### src/rtl/seq_cla_adder_pkg.sv
// Shared constants and state encoding for the nibble-serial carry-lookahead adder.
package seq_cla_adder_pkg;

  localparam int NIBBLE_W = 4;

  typedef enum logic [1:0] {
    IDLE,
    CALC,
    DONE
  } state_t;

endpackage

### src/rtl/seq_cla_adder_nibble_cla.sv
// Combinational 4-bit carry-lookahead slice: per-bit propagate/generate
// followed by two-level carry equations for every internal carry.
module nibble_cla
  import seq_cla_adder_pkg::*;
(
  input  logic [NIBBLE_W-1:0] a4,
  input  logic [NIBBLE_W-1:0] b4,
  input  logic                cin,
  output logic [NIBBLE_W-1:0] sum4,
  output logic                c3,
  output logic                cout
);

  logic [NIBBLE_W-1:0] p;
  logic [NIBBLE_W-1:0] g;
  logic                c1;
  logic                c2;

  assign p = a4 ^ b4;
  assign g = a4 & b4;

  // Every carry is a flat sum of products of cin, so none waits on another.
  assign c1   = g[0] | (p[0] & cin);
  assign c2   = g[1] | (p[1] & g[0]) | (p[1] & p[0] & cin);
  assign c3   = g[2] | (p[2] & g[1]) | (p[2] & p[1] & g[0]) | (p[2] & p[1] & p[0] & cin);
  assign cout = g[3] | (p[3] & g[2]) | (p[3] & p[2] & g[1]) | (p[3] & p[2] & p[1] & g[0])
              | (p[3] & p[2] & p[1] & p[0] & cin);

  assign sum4 = p ^ {c3, c2, c1, cin};

endmodule

### src/rtl/seq_cla_adder.sv
// Sequential adder/subtractor that handles one nibble per clock through a
// single lookahead slice, carrying between nibbles in a register.
module seq_cla_adder
  import seq_cla_adder_pkg::*;
#(
  parameter int NIBBLES = 4
) (
  input  logic                         clk,
  input  logic                         rst,
  input  logic                         start,
  input  logic                         sub,
  input  logic [NIBBLE_W*NIBBLES-1:0]  a,
  input  logic [NIBBLE_W*NIBBLES-1:0]  b,
  output logic                         busy,
  output logic                         done,
  output logic [NIBBLE_W*NIBBLES-1:0]  result,
  output logic                         cout,
  output logic                         ovf,
  output logic                         zero
);

  localparam int W  = NIBBLE_W * NIBBLES;
  localparam int IW = (NIBBLES > 1) ? $clog2(NIBBLES) : 1;

  state_t              state;
  state_t              next_state;
  logic [W-1:0]        op_a;
  logic [W-1:0]        op_b;
  logic                carry_reg;
  logic [IW-1:0]       idx;
  logic [NIBBLE_W-1:0] a_nib;
  logic [NIBBLE_W-1:0] b_nib;
  logic [NIBBLE_W-1:0] sum_nib;
  logic                c3_nib;
  logic                cout_nib;
  logic                last;

  // Select the operand nibble addressed by the index counter.
  always_comb begin
    a_nib = '0;
    b_nib = '0;
    for (int i = 0; i < NIBBLES; i++) begin
      if (idx == IW'(i)) begin
        a_nib = op_a[i*NIBBLE_W +: NIBBLE_W];
        b_nib = op_b[i*NIBBLE_W +: NIBBLE_W];
      end
    end
  end

  assign last = (idx == IW'(NIBBLES - 1));

  nibble_cla u_nibble_cla (
    .a4   (a_nib),
    .b4   (b_nib),
    .cin  (carry_reg),
    .sum4 (sum_nib),
    .c3   (c3_nib),
    .cout (cout_nib)
  );

  always_ff @(posedge clk) begin
    if (rst) state <= IDLE;
    else     state <= next_state;
  end

  always_comb begin
    next_state = state;
    case (state)
      IDLE:    if (start) next_state = CALC;
      CALC:    if (last)  next_state = DONE;
      DONE:    next_state = IDLE;
      default: next_state = IDLE;
    endcase
  end

  // Subtraction is A + ~B + 1: B is inverted at capture and the +1 rides in
  // as the initial carry.
  always_ff @(posedge clk) begin
    if (rst) begin
      op_a      <= '0;
      op_b      <= '0;
      carry_reg <= 1'b0;
      idx       <= '0;
      result    <= '0;
      cout      <= 1'b0;
      ovf       <= 1'b0;
    end else begin
      case (state)
        IDLE: begin
          if (start) begin
            op_a      <= a;
            op_b      <= sub ? ~b : b;
            carry_reg <= sub;
            idx       <= '0;
          end
        end
        CALC: begin
          for (int i = 0; i < NIBBLES; i++) begin
            if (idx == IW'(i)) result[i*NIBBLE_W +: NIBBLE_W] <= sum_nib;
          end
          carry_reg <= cout_nib;
          if (last) begin
            idx  <= '0;
            cout <= cout_nib;
            ovf  <= c3_nib ^ cout_nib;
          end else begin
            idx <= idx + IW'(1);
          end
        end
        default: ;
      endcase
    end
  end

  assign busy = (state != IDLE);
  assign done = (state == DONE);
  assign zero = (result == '0);

endmodule

### config.mk
export PLATFORM = sky130hd
export DESIGN_NAME = seq_cla_adder
export DESIGN_NICKNAME = d
export VERILOG_FILES = /design/src/rtl/seq_cla_adder_pkg.sv /design/src/rtl/seq_cla_adder_nibble_cla.sv /design/src/rtl/seq_cla_adder.sv
export SDC_FILE = /design/constraint.sdc
export NUM_CORES = 1
export LEC_CHECK = 0
export BUFFER_PORTS_ARGS = -buffer_cell sky130_fd_sc_hd__buf_2
export CAP_MARGIN = 20
export CORE_ASPECT_RATIO = 1.4
export CORE_MARGIN = 2
export CORE_UTILIZATION = 58
export CTS_BUF_LIST = sky130_fd_sc_hd__clkbuf_16
export DETAILED_ROUTE_END_ITERATION = 8
export GPL_TIMING_DRIVEN = 1
export PLACE_DENSITY = 0.84
export SYNTH_ARGS = -nofsm -noshare
export SYNTH_HDL_FRONTEND = slang
export SYNTH_SLANG_ARGS = --single-unit
### constraint.sdc
create_clock -name clk -period 4.65 [get_ports clk]
set_input_delay 0 -clock clk [delete_from_list [all_inputs] [get_ports clk]]
set_output_delay 0 -clock clk [all_outputs]
set_load 0.01 [all_outputs]
==> flow_metrics.env <==
export IMPL_synth_flop_cell="dfxtp_1"
export IMPL_core_mm2=0.004427
export IMPL_hpwl_um=3981
export IMPL_antenna_found_initial=0
export IMPL_drive_gt1_share_pct=18.83
export IMPL_drc_errors=0
export IMPL_met1_usage_pct=30.26
export IMPL_vias_per_cell=5.476
export IMPL_synth_edff_count=0
export IMPL_clk_path_buf_depth=2
export IMPL_ios=57
export IMPL_grtUsageTotal_pct=25.38
export IMPL_cp_data_arrival_time_ps=3220
export IMPL_synth_area_leaders="dfxtp_1, a21oi_1, nand2_1"
export IMPL_ant_nets=0
export IMPL_min_from="b[1]"
export IMPL_start_util_pct=59.30
export IMPL_async_flop_share_pct=0
export IMPL_grt_pass1_wl_um=9846
export IMPL_grt_pass1_vias=2216
export IMPL_use_met2_pct=42.62
export IMPL_rr_worst_depth=11
export IMPL_power_leakage_nw=1.274
export IMPL_grt_max_degree=60
export IMPL_ir_drop_uv=237.4
export IMPL_power_density_mw_per_mm2=347.2
export IMPL_htree_levels=2
export IMPL_hold_path_class="input pin to flip-flop"
export IMPL_globalRouteMet3Util_pct=4.961
export IMPL_worstMarginPinSlew_ps=981.6
export IMPL_detail_route_iter0_violations=120
export IMPL_holdWs_ps=1.037
export IMPL_min_to="op_b[1]"
export IMPL_post_drt_wl_per_cell_um=13.58
export IMPL_end_kind="flip-flop"
export IMPL_yosysWarnings=0
export IMPL_finalCritPeriodShare_pct=66.23
export IMPL_clock_sinks=55
export IMPL_cp_cell_sequence="inv_1 -> ha_1 -> nand3b_1 -> a21oi_1 -> a21oi_1 -> o21ai_0 -> ha_1 -> a211oi_1 -> o21bai_2 -> xnor2_1 -> o31ai_1"
export IMPL_yosysTopAreaCell="dfxtp_1"
export IMPL_syn_nets=367
export IMPL_dieHeight_um=83.60
export IMPL_worst_setup_path_type="flip-flop to flip-flop"
export IMPL_syn_inst=322
export IMPL_cts_tree="done"
export IMPL_cts_made_buffers=5
export IMPL_outcome="completed"
export IMPL_via_count=2404
export IMPL_synth_top_area_share_pct=41.94
export IMPL_routabilityCongestion=0.8059
export IMPL_reg2reg_to="result[11]"
export IMPL_report_final_slew_viol_count=0
export IMPL_fmax_mhz=324.7
export IMPL_required_ps=4790
export IMPL_fin_skew_ps=5.153
export IMPL_nNetsFinal=421
export IMPL_die_w_um=60.86
export IMPL_rsz0062_at_grt="false"
export IMPL_drt_total_wl_um=5960
export IMPL_syn_mean_instance_area_um2=8.152
export IMPL_cp_start_kind="flip-flop"
export IMPL_stdcell_area_mm2=0.003197
export IMPL_cp_slowest_stage_delay_ps=400
export IMPL_setup_viol=0
export IMPL_path_max_fanout=20
export IMPL_min_period_ps=3080
export IMPL_area_delta_synth_final_pct=21.78
export IMPL_yosysMostFrequentCell="nand2_1"
export IMPL_synth_cells_most_frequent="nand2_1, dfxtp_1, a21oi_1"
export IMPL_maxCapViolCount=0
export IMPL_min_delay_path_depth=3
export IMPL_ys_seq_area_share_pct=41.94
export IMPL_finalWorstSetupSlack_ps=1570
export IMPL_dr_pass1_iters=4
export IMPL_finalHoldViolations=0
export IMPL_critPathSlowestCell="ha_1"
export IMPL_dp_slack_ps=1584
export IMPL_io_buffers=56
export IMPL_syn_cell_area_mm2=0.002625
export IMPL_synth_cell_type_count=36
export IMPL_rows=29
export IMPL_clock_latency_ps=290
export IMPL_gr_max_usage_layer="met2"
export IMPL_placed_area_mm2=0.002873
export IMPL_die_area_mm2=0.005087
export IMPL_p_total_mw=1.110
export IMPL_rrSetupSlack_ps=1570
export IMPL_antennaDiodeCount=0
export IMPL_yosys_register_bits=55
export IMPL_grt_overflow=0
export IMPL_regToRegStartpoint="idx[1]"
export IMPL_max_slew_margin_pct=34.56
export IMPL_reg_top3="op_a (16), op_b (16), result (16)"
export IMPL_setup_tns_ps=0
export IMPL_clk_pin_slew_worst_paths_ps=70
export IMPL_cts_root_buf="clkbuf_16"
==> cells by family after synthesis <==
family	after synthesis	share of synthesized area, %
adders and majority gates	9	4.576
and+or+nand+nor	122	21.74
AOI/OAI and AO/OA	89	20.50
DFF	55	41.94
buffers and inverters	28	4.862
muxes	1	0.3813
xor gates and xnor gates	18	6.006
==> routing by layer <==
layer	vias to the layer above	routed length [µm]
met5	-	0
li1	1226	-
met1	1092	2419
met2	67	3136
met4	0	211
met3	19	193
==> timing repair <==
action	CTS	global route
gates resized for setup	0	0
hold buffers	16	0
hold endpoints to repair	16	0
setup buffers	0	0
==> power breakdown <==
part / leakage, nW / switching [mW] / internal, mW
clock: 0.0812 / 0.159 / 0.251
combinational: 0.742 / 0.101 / 0.0813
sequential: 0.450 / 0.0191 / 0.499
==> worst max-delay path, delay by kind of cell (launching register included) <==
| family | cells | cell delay (ps) |
|---|---|---|
| buf+inv | 1 | 80 |
| simple gates | 1 | 260 |
| fa+ha+maj | 2 | 720 |
| compound gates | 6 | 1180 |
| xor+xnor | 1 | 320 |
| flops | 1 | 370 |
==> cell type report <==
class                   count  area, µm²
well taps                  62      77.57
fillers                   370       1230
repair buffers             73      447.9
clock inverters             3      38.79
multi-input cells         239       1399
inverters                   2      7.507
clock buffers               5      125.1
flip-flops and latches     55       1101
==> cells in the final DEF (no fill, tap or decap), types with 8 or more instances in the layout <==
cell type,n
nand2_1,60
a211oi_1,22
nand3b_1,13
buf_2,56
ha_1,8
a21oi_1,46
nor2_1,25
dfxtp_1,55
o21ai_0,9
xnor2_1,18
dlygate4sd3_1,16
==> worst max-delay path by stage <==
| stage | from | end | slack [ps] | cells after the start |
|---|---|---|---|---|
| after floorplan | idx[0] | result[11] | 1920 | 11 |
| after global placement | idx[1] | result[11] | 1720 | 11 |
| after detailed placement | idx[1] | result[11] | 1580 | 11 |
| after CTS | idx[1] | result[11] | 1560 | 11 |
| after global routing | idx[1] | result[11] | 1210 | 11 |
| final | idx[1] | result[11] | 1570 | 11 |
==> through the flow <==
step	cells	util, %
3_3_place_gp	415	64.90
2_1_floorplan	322	-
5_1_grt	439	72.22
3_5_place_dp	415	64.90
6_report	439	72.22
4_1_cts	439	72.22
Power figures use the tool's default switching activity.
